**src/rtl/latch_bank_write_ctrl.sv**
```systemverilog
// Write sequencer for a clockless bank of four 2-bit D latches shared by two requesters.
// It arbitrates round-robin, then drives data and a one-hot enable through setup/open/hold.
module latch_bank_write_ctrl #(
    parameter int OPEN_CYC = 2
) (
    input  logic       clk,
    input  logic       rst_n,
    input  logic       req0_valid,
    input  logic [1:0] req0_addr,
    input  logic [1:0] req0_data,
    output logic       req0_ready,
    input  logic       req1_valid,
    input  logic [1:0] req1_addr,
    input  logic [1:0] req1_data,
    output logic       req1_ready,
    output logic [3:0] lat_en,
    output logic [1:0] lat_d,
    output logic       busy,
    output logic       wr_done,
    output logic       last_grant
);

    typedef enum logic [1:0] {
        IDLE  = 2'd0,
        SETUP = 2'd1,
        OPEN  = 2'd2,
        HOLD  = 2'd3
    } state_t;

    localparam logic [2:0] CNT_LOAD = 3'(OPEN_CYC - 1);

    function automatic logic [3:0] onehot4(input logic [1:0] idx);
        logic [3:0] oh;
        case (idx)
            2'd0:    oh = 4'b0001;
            2'd1:    oh = 4'b0010;
            2'd2:    oh = 4'b0100;
            2'd3:    oh = 4'b1000;
            default: oh = 4'b0000;
        endcase
        return oh;
    endfunction

    state_t     state_r;
    state_t     state_nxt_s;
    logic [2:0] cnt_r;
    logic [2:0] cnt_nxt_s;
    logic [1:0] addr_r;
    logic [1:0] addr_nxt_s;
    logic [1:0] lat_d_r;
    logic [1:0] lat_d_nxt_s;
    logic       last_grant_r;
    logic       last_grant_nxt_s;
    logic [3:0] lat_en_r;
    logic       busy_r;
    logic       wr_done_r;
    logic       has_win_s;
    logic       win_s;

    // Round-robin arbitration, only meaningful while idle
    always_comb begin
        has_win_s = 1'b0;
        win_s     = 1'b0;
        if (state_r == IDLE) begin
            if (req0_valid && req1_valid) begin
                has_win_s = 1'b1;
                win_s     = ~last_grant_r;
            end else if (req0_valid) begin
                has_win_s = 1'b1;
                win_s     = 1'b0;
            end else if (req1_valid) begin
                has_win_s = 1'b1;
                win_s     = 1'b1;
            end else begin
                has_win_s = 1'b0;
                win_s     = 1'b0;
            end
        end else begin
            has_win_s = 1'b0;
            win_s     = 1'b0;
        end
    end

    // Ready is forced low while reset is held even though the state is already IDLE
    assign req0_ready = rst_n && has_win_s && !win_s;
    assign req1_ready = rst_n && has_win_s && win_s;

    // Next-state, capture and open-counter logic
    always_comb begin
        state_nxt_s      = state_r;
        cnt_nxt_s        = cnt_r;
        addr_nxt_s       = addr_r;
        lat_d_nxt_s      = lat_d_r;
        last_grant_nxt_s = last_grant_r;
        case (state_r)
            IDLE: begin
                if (has_win_s) begin
                    state_nxt_s      = SETUP;
                    addr_nxt_s       = win_s ? req1_addr : req0_addr;
                    lat_d_nxt_s      = win_s ? req1_data : req0_data;
                    last_grant_nxt_s = win_s;
                end else begin
                    state_nxt_s = IDLE;
                end
            end
            SETUP: begin
                state_nxt_s = OPEN;
                cnt_nxt_s   = CNT_LOAD;
            end
            OPEN: begin
                if (cnt_r == 3'd0) begin
                    state_nxt_s = HOLD;
                end else begin
                    cnt_nxt_s = cnt_r - 3'd1;
                end
            end
            HOLD: begin
                state_nxt_s = IDLE;
                cnt_nxt_s   = 3'd0;
            end
            default: begin
                state_nxt_s = IDLE;
                cnt_nxt_s   = 3'd0;
            end
        endcase
    end

    // State and outputs registered from the next state so enables are glitch-free flops
    always_ff @(posedge clk or negedge rst_n) begin
        if (!rst_n) begin
            state_r      <= IDLE;
            cnt_r        <= 3'd0;
            addr_r       <= 2'd0;
            lat_d_r      <= 2'd0;
            last_grant_r <= 1'b1;
            lat_en_r     <= 4'b0000;
            busy_r       <= 1'b0;
            wr_done_r    <= 1'b0;
        end else begin
            state_r      <= state_nxt_s;
            cnt_r        <= cnt_nxt_s;
            addr_r       <= addr_nxt_s;
            lat_d_r      <= lat_d_nxt_s;
            last_grant_r <= last_grant_nxt_s;
            lat_en_r     <= (state_nxt_s == OPEN) ? onehot4(addr_nxt_s) : 4'b0000;
            busy_r       <= (state_nxt_s != IDLE);
            wr_done_r    <= (state_nxt_s == HOLD);
        end
    end

    assign lat_en     = lat_en_r;
    assign lat_d      = lat_d_r;
    assign busy       = busy_r;
    assign wr_done    = wr_done_r;
    assign last_grant = last_grant_r;

endmodule

```
**config.mk**
```make
export PLATFORM = sky130hd
export DESIGN_NAME = latch_bank_write_ctrl
export DESIGN_NICKNAME = d
export VERILOG_FILES = /design/src/rtl/latch_bank_write_ctrl.sv
export SDC_FILE = /design/constraint.sdc
export NUM_CORES = 1
export LEC_CHECK = 0
export BUFFER_PORTS_ARGS = -buffer_cell sky130_fd_sc_hd__clkbuf_2
export CORE_UTILIZATION = 45
export DETAILED_ROUTE_END_ITERATION = 10
export PLACE_DENSITY = 0.78
export SLEW_MARGIN = 20
export SYNTH_ARGS = -nofsm -noshare
export SYNTH_HDL_FRONTEND = slang
export SYNTH_SLANG_ARGS = --single-unit
```
**constraint.sdc**
```tcl
create_clock -name clk -period 1.3 [get_ports clk]
set_input_delay 0.195 -clock clk [delete_from_list [all_inputs] [get_ports clk]]
set_output_delay 0.195 -clock clk [all_outputs]
set_load 0.02 [all_outputs]
```
# Word level (Yosys, flattened, before mapping)

Cells that the tools add are included.

Flip-flop bits (word level): 16
Bits of input ports: 12
Output and inout port bits: 11
Word-level logic and storage cells: 49

Add/sub/neg operators: 1
Eq/ne operators: 9
Multiplexer cells: 18
Bitwise gates (word level): 1
Reductions and logical operators: 12

Operators with widths:

| cell                | number |
|---|---|
| $pmux 4 s4          | 1 |
| $eq 2x2->1 const B  | 6 |
| $mux 2              | 5 |
| $pmux 3 s3          | 1 |
| $mux 1              | 8 |
| $pmux 2 s4          | 1 |
| $eq 2x1->1 const B  | 2 |
| $logic_and 1x1->1   | 4 |
| $logic_not 2->1     | 2 |
| $mux 4              | 1 |
| $reduce_and 2->1    | 2 |
| $logic_not 3->1     | 1 |
| $mux 3              | 1 |
| $reduce_bool 3->1   | 1 |
| $sub 3x1->3 const B | 1 |
| $ne 2x2->1 const B  | 1 |
| $reduce_bool 2->1   | 1 |
| $logic_not 1->1     | 1 |
| $not 1->1           | 1 |

# Longest topological paths before layout

Word-level depth: 10
Gate-level depth with buffers: 6
Gate-level depth less buffers: 6

# Worst setup path after synthesis

No wires, ideal clock.

Kind: reg2out
Start point: register state_r[0]
End point: output req0_ready
Data arrival time: 1.306 ns
Required time: 1.105 ns
Slack: -0.201 ns
Stages on the path, launching flop included: 6
Path buffers: 0
Path through: dfrtp_1 inv_1 ha_1 o21a_4 nand2_1 nor2b_1

Cells in the longest elaborated chain, start to end: 4
Elaborated cells on any way between the ends: 6
Those cells by class: mux: 2; reduce/logical: 4

RTL lines:

| what                                                 | line | source |
|---|---|---|
| start, declared                                      | 44   | `state_t state_r;` |
| start signal, assigned                               | 140  | `state_r <= state_nxt_s;` |
| $logic_not 2->1 *                                    | 64   | `if (state_r == IDLE) begin` |
| $mux 1                                               | 64   |  |
| $logic_and 1x1->1 or $logic_not 1->1 (tied branches) | 85   | `assign req0_ready = rst_n && has_win_s && !win_s;` |
| $logic_and 1x1->1 *                                  | 85   |  |
| end, declared                                        | 11   | `output logic req0_ready,` |

Every way passes the cells marked *; elsewhere a longest branch is shown, timed or not.

# Worst setup path after layout

Start point: register state_r[0]
End point: output req1_ready

Cells in the longest elaborated chain, start to end: 4
Elaborated cells on any way between the ends: 5
Those cells by class: mux: 2; reduce/logical: 3

RTL lines:

| what                | line | source |
|---|---|---|
| $logic_not 2->1 *   | 64   |  |
| $mux 1              | 64   |  |
| $logic_and 1x1->1   | 86   | `assign req1_ready = rst_n && has_win_s && win_s;` |
| $logic_and 1x1->1 * | 86   |  |
| end, declared       | 15   | `output logic req1_ready,` |

Marks and branches as above.

==> run summary <==
Largest delay share family, worst path: flip-flops
Leakage: 0.661 nW
Worst-path clk slew: 0.11 ns
Syn avg cell area: 10.8 sq um
Status: finished with violations
Cell area after synthesis: 842 sq um
Worst R2R Setup Slack: -0.23 ns
Clk sinks: 16
RSZ-0062 raised after global routing: true
Hpwl dp: 1430 um
TritonRoute pass-1 iters: 4
Core area: 1750 sq um
Chip Height: 45.3 um
Critical path arrival: 1.41 ns
R2r endpoint: lat_en[1]$_DFF_PN0_
Critical path's slowest cell: dfrtp_1
Critical R2R Launch: state_r[0]$_DFF_PN0_
Port bufs: 22
Critical path depth: 6
Final std cells w/o fill: 154
Compound-cell area share of the yosys netlist: 0.180
Remaining DRCs: 0
Post-Synthesis Cells: 78
Area Overhead vs Synth: 63.7%
Core Rows: 15
Setup Viol. Count Final: 17
WP data required: 1.11 ns
ANT nets after route: 0
Total congestion overflow: 0
Top Ports: 23
CTS buffer count: 3
Xor and xnor area share after synthesis: 0
Fin. Hold Viols: 0
Layout Nets: 148
Maxcap violations: 0
Sequential fraction of the synthesis area: 0.477
Adder-cell share of the synthesized area: 0.0892
DRT iter0 DRCs: 14
DR vias/cell: 5.26
Synth Register Bits: 16
Min Clock Period, post-route: 1.60 ns
Final WL: 2480 um
Mux cell area share after synthesis: 0.0238
DR WL/cell: 16.1 um
Initial antenna violation count: 0
Fmax: 0.624 GHz
Reg2reg path depth: 7
Pin count of the biggest net entering global routing: 17
Synth unique cells: 27
Pre-CTS setup slack: -0.0917 ns
Tcrit/Tclk final: 1.23
CP endpoint kind: output port
Hold Crit Depth: 3
Commonest non-fill, non-tap cells in the layout: clkbuf_2 (19), buf_4 (19), dfrtp_1 (15)
Worst Skew: 0.00413 ns
Min-delay src: req1_data[1]
Worst slew pin tran: 0.599 ns
Routability Congestion: 0.801
Pwr per Cell Area: 2610 nW/um^2
CTS root buffer: clkbuf_4
Vias: 810
Failing checks: setup timing
Mapped Nets: 96
Max-Slew Margin vs Limit: 0.597
Critical Path Start Type: flip-flop
Peak supply drop: 0.00155 V
Number of global-route vias before repair: 740
CTS tree: yes
Min-Delay Path Class: in -> reg
Largest family of logic cells by synthesized area: simple AND/OR/NAND/NOR gates
Chip Width: 45.3 um
CP bufs+invs: 3
Post-synthesis simple-gate area fraction: 0.199
Share of layout cells above drive strength 1: 0.651
ANT cells: 0
Slew Limit Fails: 0
Cell total after placement: 141
Min-Delay Endpoint: lat_d[1]$_DFFE_PN0P_
Die area: 2050 sq um
Global-route wire length before repair: 3470 um
H-Tree Level Count: 1
Worst setup path category: reg -> out
Initial Util: 0.482
Clock latency on the worst-skew pair: 0.30 ns
CP max FO: 3
Setup ws final: -0.303 ns
GR Util All Layers: 0.255
Yosys warnings: 0
Worst path cell trace: inv_2 -> ha_4 -> nand3_4 -> buf_6 -> nor2_4 -> buf_8
CP max stage delay: 0.42 ns
Max Buffers Root-to-Sink: 2
how the worst max path moves through the flow:
stage                                     from                   to  slack [ns]
final                     state_r[0]$_DFF_PN0_           req1_ready       -0.30
after floorplan           cnt_r[0]$_DFFE_PN0P_  lat_en[3]$_DFF_PN0_       -0.12
after global routing      state_r[1]$_DFF_PN0_           req1_ready       -0.35
after CTS                 state_r[0]$_DFF_PN0_           req1_ready       -0.29
after detailed placement  cnt_r[1]$_DFFE_PN0P_  lat_en[0]$_DFF_PN0_       -0.09
after global placement    state_r[0]$_DFF_PN0_           req0_ready       -0.06
worst reg2reg max path: stages, from the launching register on:
cell and delay (ns):
dfrtp_1 0.39, inv_2 0.07, ha_4 0.18, o21a_4 0.13, buf_4 0.16, buf_4 0.14, a31oi_4 0.19, nor3b_2 0.21
routing by layer:
metal  track usage  part of all wire  vias to the layer above
li1              -                 -                      371
met1         0.302              0.40                      406
met2         0.414              0.53                       23
met3        0.0760             0.023                       10
met4         0.133             0.050                        0
met5             0                 0                        -
area by class of cell:
cell class,count,area [sq um]
multi-input combinational,55,527
sequential,16,402
fill,106,367
timing repair buffer,48,360
clock buffer,4,36.3
tap,25,31.3
inverter,6,22.5
timing repair:
action | in CTS | in global routing
setup buffers | 4 | 5
hold endpoints to repair | 15 | 0
resized for setup | 21 | 11
pin swaps | 5 | 8
setup endpoints to repair | 13 | 17
hold buffers | 1 | 0
through the flow:
step / power, mW / hold WS [ns] / utilization / setup TNS (ns) / instance area [sq um]
floorplan: 1.97 / -0.101 / - / -0.218 / 882
global placement: 2.57 / 0.205 / 0.657 / -0.298 / 1150
detailed placement: 2.66 / 0.209 / 0.657 / -0.868 / 1150
CTS: 3.30 / 0.215 / 0.751 / -1.78 / 1310
global route: 3.83 / 0.199 / 0.790 / -3.07 / 1380
finish: 3.60 / 0.198 / 0.790 / -2.30 / 1380
sequential cells by signal, indices dropped and copies added (netlist names):
name	count
lat_d	2
lat_en	4
wr_done	1
busy	1
state_r	2
cnt_r	3
addr_r	2
last_grant	1
power breakdown:
part,leakage (nW),switching [mW],total [mW],internal (mW)
combinational,0.441,1.22,2.44,1.21
clock,0.0210,0.181,0.352,0.171
sequential,0.199,0.104,0.813,0.709
total,0.661,1.51,3.60,2.09
synth_stat cells:
library cell / instances / area (sq um)
o211ai_2: 1 / 12.5
nor3_1: 4 / 20.0
nor2b_1: 1 / 6.26
o21a_4: 1 / 15.0
ha_1: 6 / 75.1
o21ai_1: 1 / 5.00
nand2_1: 9 / 33.8
nand3_1: 1 / 5.00
dfstp_2: 1 / 26.3
nor2b_2: 1 / 8.76
a21oi_1: 4 / 20.0
o21ai_2: 3 / 26.3
nor4_1: 1 / 6.26
nand2_2: 1 / 6.26
nor3b_2: 2 / 25.0
nor2_2: 2 / 12.5
dfrtp_1: 15 / 375
and2_1: 2 / 12.5
or2_2: 1 / 6.26
nand4_1: 2 / 12.5
nor2_1: 1 / 3.75
clkbuf_1: 1 / 3.75
inv_1: 6 / 22.5
mux2i_1: 2 / 20.0
and3b_1: 1 / 8.76
o21ai_0: 6 / 30.0
a31oi_4: 2 / 42.5
kinds of logic (layout without fill, tap and decap cells):
group,Yosys count,after routing
AND/OR/NAND/NOR,29,29
AO/OA/AOI/OAI,18,18
flip-flops,16,16
buffers and inverters,7,58
adder cells (fa/ha/maj),6,6
multiplexers,2,2
Power figures use the tool's default switching activity.
